### config.mk
export PLATFORM = sky130hd
export DESIGN_NAME = vec_dot_mac_param
export DESIGN_NICKNAME = d
export VERILOG_FILES = /design/src/rtl/vec_dot_mac_param.sv
export SDC_FILE = /design/constraint.sdc
export NUM_CORES = 2
export LEC_CHECK = 0
export BUFFER_PORTS_ARGS = -buffer_cell sky130_fd_sc_hd__buf_4
export CAP_MARGIN = 20
export CELL_PAD_IN_SITES_DETAIL_PLACEMENT = 0
export CELL_PAD_IN_SITES_GLOBAL_PLACEMENT = 1
export CORE_ASPECT_RATIO = 0.9
export CORE_UTILIZATION = 55
export DETAILED_ROUTE_END_ITERATION = 8
export HOLD_SLACK_MARGIN = 0.06
export PLACE_DENSITY_LB_ADDON = 0.1
export SLEW_MARGIN = 20
export SYNTH_ARGS = -nofsm -noshare
export SYNTH_HDL_FRONTEND = slang
export SYNTH_SLANG_ARGS = --single-unit
### constraint.sdc
create_clock -name clk -period 14.2 [get_ports clk]
set_clock_uncertainty 0.05 [all_clocks]
set_input_delay 2.84 -clock clk [delete_from_list [all_inputs] [get_ports clk]]
set_output_delay 2.84 -clock clk [all_outputs]
set_load 0.005 [all_outputs]
### src/rtl/vec_dot_mac_param.sv
// Multi-lane fixed-point dot-product engine: LANES products per beat are
// accumulated over len beats; the result is rescaled by FRAC_W and saturated.
// Ports: clk, rst (async, active-high); start/len job control;
//   in_valid/in_ready with vec_a/vec_b packed operand beats;
//   out_valid/out_ready with dot_out/overflow result; busy (not idle).
module vec_dot_mac_param #(
   parameter int DATA_W = 16,
   parameter int FRAC_W = 14,
   parameter int LANES  = 4,
   parameter int LEN_W  = 10,
   parameter int ACC_W  = 2*DATA_W + $clog2(LANES) + LEN_W
) (
   input  logic                      clk,
   input  logic                      rst,
   input  logic                      start,
   input  logic [LEN_W-1:0]          len,
   input  logic                      in_valid,
   output logic                      in_ready,
   input  logic [LANES*DATA_W-1:0]   vec_a,
   input  logic [LANES*DATA_W-1:0]   vec_b,
   output logic                      out_valid,
   input  logic                      out_ready,
   output logic [DATA_W-1:0]         dot_out,
   output logic                      overflow,
   output logic                      busy
);

   localparam int PW      = 2*DATA_W;
   localparam int ACC_MIN = 2*DATA_W + $clog2(LANES) + LEN_W;

   // Wrap-free accumulation depends on this lower bound.
   if (ACC_W < ACC_MIN) begin : g_acc_chk
      $error("ACC_W too small for wrap-free accumulation");
   end

   localparam logic signed [ACC_W-1:0] MAXV =
      {{(ACC_W-DATA_W+1){1'b0}}, {(DATA_W-1){1'b1}}};
   localparam logic signed [ACC_W-1:0] MINV =
      {{(ACC_W-DATA_W+1){1'b1}}, {(DATA_W-1){1'b0}}};

   typedef enum logic [1:0] {IDLE, ACCUM, DRAIN, OUT} state_t;

   state_t state, state_nx;

   logic [LEN_W-1:0]        len_q;
   logic [LEN_W-1:0]        cnt;
   logic signed [PW-1:0]    prod_d [LANES];
   logic signed [PW-1:0]    prod_q [LANES];
   logic                    pvalid;
   logic signed [ACC_W-1:0] acc;
   logic signed [ACC_W-1:0] lane_sum;
   logic signed [ACC_W-1:0] acc_nx;
   logic signed [ACC_W-1:0] res;
   logic                    accept;
   logic                    last_beat;
   logic                    sat_hi;
   logic                    sat_lo;

   assign accept    = in_valid && (state == ACCUM);
   assign last_beat = in_valid && ((cnt + 1'b1) == len_q);

   always_comb begin
      lane_sum = '0;
      for (int i = 0; i < LANES; i++) begin
         prod_d[i] = PW'($signed(vec_a[i*DATA_W +: DATA_W]))
                   * PW'($signed(vec_b[i*DATA_W +: DATA_W]));
         lane_sum  = lane_sum + ACC_W'(prod_q[i]);
      end
   end

   // Post-add value: the DRAIN result sees the last beat's products.
   always_comb begin
      acc_nx = pvalid ? (acc + lane_sum) : acc;
      res    = acc_nx >>> FRAC_W;
      sat_hi = (res > MAXV);
      sat_lo = (res < MINV);
   end

   always_ff @(posedge clk or posedge rst) begin
      if (rst) begin
         state <= IDLE;
      end else begin
         state <= state_nx;
      end
   end

   always_comb begin
      state_nx  = state;
      in_ready  = 1'b0;
      out_valid = 1'b0;
      busy      = (state != IDLE);
      unique case (state)
         IDLE: begin
            if (start) begin
               state_nx = (len == '0) ? DRAIN : ACCUM;
            end
         end
         ACCUM: begin
            in_ready = 1'b1;
            if (last_beat) begin
               state_nx = DRAIN;
            end
         end
         DRAIN: begin
            state_nx = OUT;
         end
         OUT: begin
            out_valid = 1'b1;
            if (out_ready) begin
               state_nx = IDLE;
            end
         end
         default: state_nx = IDLE;
      endcase
   end

   always_ff @(posedge clk or posedge rst) begin
      if (rst) begin
         len_q    <= '0;
         cnt      <= '0;
         pvalid   <= 1'b0;
         acc      <= '0;
         dot_out  <= '0;
         overflow <= 1'b0;
         for (int i = 0; i < LANES; i++) begin
            prod_q[i] <= '0;
         end
      end else begin
         pvalid <= accept;
         if (accept) begin
            for (int i = 0; i < LANES; i++) begin
               prod_q[i] <= prod_d[i];
            end
         end
         if (state == IDLE && start) begin
            acc   <= '0;
            cnt   <= '0;
            len_q <= len;
         end else begin
            acc <= acc_nx;
            if (accept) begin
               cnt <= cnt + 1'b1;
            end
         end
         if (state == DRAIN) begin
            overflow <= sat_hi | sat_lo;
            if (sat_hi) begin
               dot_out <= {1'b0, {(DATA_W-1){1'b1}}};
            end else if (sat_lo) begin
               dot_out <= {1'b1, {(DATA_W-1){1'b0}}};
            end else begin
               dot_out <= res[DATA_W-1:0];
            end
         end
      end
   end

endmodule

==> results.sh <==
export IMPL_clkSinkCount=212
export IMPL_ctsHoldBuffers=0
export IMPL_setup_ws_ns=5.173
export IMPL_crit_required_ns=14.51
export IMPL_ant_nets=0
export IMPL_area_growth_pct=5.522
export IMPL_grt_max_degree=109
export IMPL_hold_class="reg2reg"
export IMPL_ys_flop_type="dfrtp_1"
export IMPL_drive_above_1_share_pct=4.768
export IMPL_crit_fanout=16
export IMPL_rows=107
export IMPL_dp_final_hpwl_um=106500
export IMPL_globalplace_congestion=0.8988
export IMPL_io_pins=163
export IMPL_synth_cell_types=86
export IMPL_port_buffers=162
export IMPL_synth_mux_area_share_pct=0.7050
export IMPL_htreeDepth=1
export IMPL_die_h_um=296.7
export IMPL_finalCriticalPeriod_ns=9.027
export IMPL_worstSetupEndpointType="flip-flop"
export IMPL_finalSetupViolCount=0
export IMPL_root_buffer="clkbuf_16"
export IMPL_cts_tree="done"
export IMPL_critPathLaunchType="input port"
export IMPL_cts_buffers=24
export IMPL_fmaxAchievable_mhz=110.8
export IMPL_clock_path_buffers=3
export IMPL_syn_avg_cell_area_um2=9.040
export IMPL_synth_warnings=0
export IMPL_async_reset_ff_share_pct=100.0
export IMPL_vias=37760
export IMPL_rsz0062_at_grt="no"
export IMPL_synth_edf_count=0
export IMPL_core_area_mm2=0.09505
export IMPL_clk_pin_slew_worst_paths_ns=0.06
export IMPL_drtIter0Drc=2032
export IMPL_nets=7556
export IMPL_postCtsSetupRepairBufs=0
export IMPL_dieWidth_um=329.4
export IMPL_yosys_area_share_xor_xnor_pct=3.100
export IMPL_synthAdderAreaFrac_pct=52.51
export IMPL_worstPathArrival_ns=9.34
export IMPL_violations="design-rule violations"
export IMPL_grt_util_all_layers_pct=27.68
export IMPL_ys_ff_latch=212
export IMPL_status="finished with violations"
export IMPL_timing_hold_violations_final=0
export IMPL_timing_slew_headroom_pct=34.70
export IMPL_netlist_area_mm2=0.05307
export IMPL_die_area_mm2=0.09773
export IMPL_synthCells=5870
export IMPL_antenna_found_initial=0
export IMPL_critical_path_class="in2reg"
export IMPL_grt_pass1_vias=40260
export IMPL_synth_top_family_by_area="adder cells"
export IMPL_fin_tns_setup_ns=0
export IMPL_final_util_pct=58.91
export IMPL_synth_compound_area_share_pct=7.076
export IMPL_r2r_slack_ns=7.74
export IMPL_synth_yosys_seq_area_share_pct=9.997
export IMPL_grt_pass1_wl_um=213500
export IMPL_max_cap_violations=0
export IMPL_drc=8
export IMPL_worstMarginPinSlew_ns=0.9672
export IMPL_maxSlewViolCount=0
export IMPL_totalWireLength_um=128300
export IMPL_detail_route_wl_per_cell_um=17.95
export IMPL_finalCritPeriodShare_pct=63.57
export IMPL_initial_core_util_pct=55.83
export IMPL_diodes=0
export IMPL_drt_vias_per_instance=5.283
export IMPL_yosys_area_share_simple_pct=14.70
export IMPL_synth_fp_nets=7547
export IMPL_clkLatencyLatePin_ns=0.54
export IMPL_drt_pass1_iter_count=9
export IMPL_cts_resized=0
export IMPL_post_place_ws_ns=4.613
export IMPL_overflow=0
[final timing paths]
kind / start / endpoint / depth (start not counted)
setup / recovery: vec_a[42] / prod_q[63] / 25
hold / removal: prod_q[52] / prod_q[52] / 2
setup reg to reg: prod_q[33] / dot_out[11] / 19
hold reg to reg: prod_q[52] / prod_q[52] / 2
max in group asynchronous: rst / prod_q[63] / 4
min in group asynchronous: rst / len_q[0] / 2
[critical path: stages]
cell	delay, ns
buf_4	0.20
nand2_1	0.11
fa_1	0.55
inv_1	0.06
fa_1	0.53
inv_1	0.05
fa_1	0.49
fa_1	0.55
inv_1	0.05
fa_1	0.47
inv_1	0.05
fa_1	0.47
inv_1	0.04
ha_1	0.33
and3_1	0.18
and3_1	0.17
a21oi_1	0.18
a31oi_1	0.20
a31o_2	0.34
a211oi_1	0.29
nor3_1	0.10
a2111oi_0	0.64
a21oi_1	0.18
xnor2_1	0.18
o21ai_0	0.09
[cell type report]
class,instances,area (um^2)
flip-flops and latches,212,5306
well taps,1253,1568
inverters,1493,5612
clock inverters,7,90.09
multi-input cells,3978,41450
clock buffers,34,699.4
repair buffers,170,1276
fillers,8635,39060
[stage by stage]
stage / instances / cell area (um^2) / hold WS [ns]
after detailed placement: 7106 / 55210 / 0.4206
after global placement: 7106 / 55210 / 0.4154
after CTS: 7147 / 56000 / 0.4344
final: 7147 / 56000 / 0.4275
after global routing: 7147 / 56000 / 0.4585
after floorplan: 5870 / 53070 / 0.3953
[metal layers]
| metal | GRT usage (%) | wire length (um) |
|---|---|---|
| met1 | 39.81 | 57550 |
| met2 | 46.37 | 62450 |
| met3 | 3.054 | 6395 |
| met4 | 3.963 | 1879 |
| met5 | 0 | 0 |
[cells in the final DEF (no fill, tap or decap), types with 5 or more instances in the layout]
cell,count
inv_1,1491
clkbuf_1,5
or4_1,5
nand2b_1,80
or3_1,17
mux2i_1,25
o22ai_1,10
nor2b_1,12
nand2_1,801
and3_1,25
o21a_1,16
xnor2_1,121
o21ai_0,200
a21oi_1,132
or2_2,25
a211o_1,5
and2_1,403
mux2_2,11
nor3b_1,5
buf_4,170
o31ai_1,6
o211ai_1,11
a21o_1,53
a31oi_1,16
nand3_1,41
fa_1,1155
clkbuf_16,25
o21bai_1,29
a31o_2,6
nand4_1,12
nor2_1,154
dfrtp_1,211
xor2_1,65
nor4_1,6
a211oi_1,19
ha_1,379
o22ai_2,11
nor3_1,35
[cell usage after synthesis (all sizes together) (26+ instances only)]
cell | number | area share (%)
clkbuf | 177 | 1.3
nand3 | 41 | 0.39
nor2 | 154 | 1.1
o21bai | 29 | 0.41
nand2b | 80 | 0.94
ha | 379 | 8.9
xnor2 | 121 | 2.0
xor2 | 66 | 1.1
and2 | 404 | 4.8
o21ai | 205 | 1.9
fa | 1155 | 44
a21oi | 134 | 1.3
and3 | 26 | 0.32
dfrtp | 212 | 10
inv | 1492 | 11
nor3 | 36 | 0.35
nand2 | 802 | 5.7
a21o | 53 | 0.75
[sequential cells by signal, summed over array words and instances (netlist names)]
name      cells
acc          44
cnt          10
dot_out      16
len_q        10
overflow      1
prod_q      128
pvalid        1
state         2
[logic make-up (layout without fill, tap and decap cells)]
logic type | count (synthesis) | count (layout)
AO/OA/AOI/OAI | 585 | 585
XOR/XNOR | 187 | 187
adder cells (fa/ha/maj) | 1534 | 1534
buffers and inverters | 1680 | 1704
flip-flops | 212 | 212
multiplexers | 36 | 36
AND/OR/NAND/NOR | 1636 | 1636
Power is left out: the tool's default activity adds up to more than one toggle a clock period on the data nets, which glitch-free logic cannot reach.
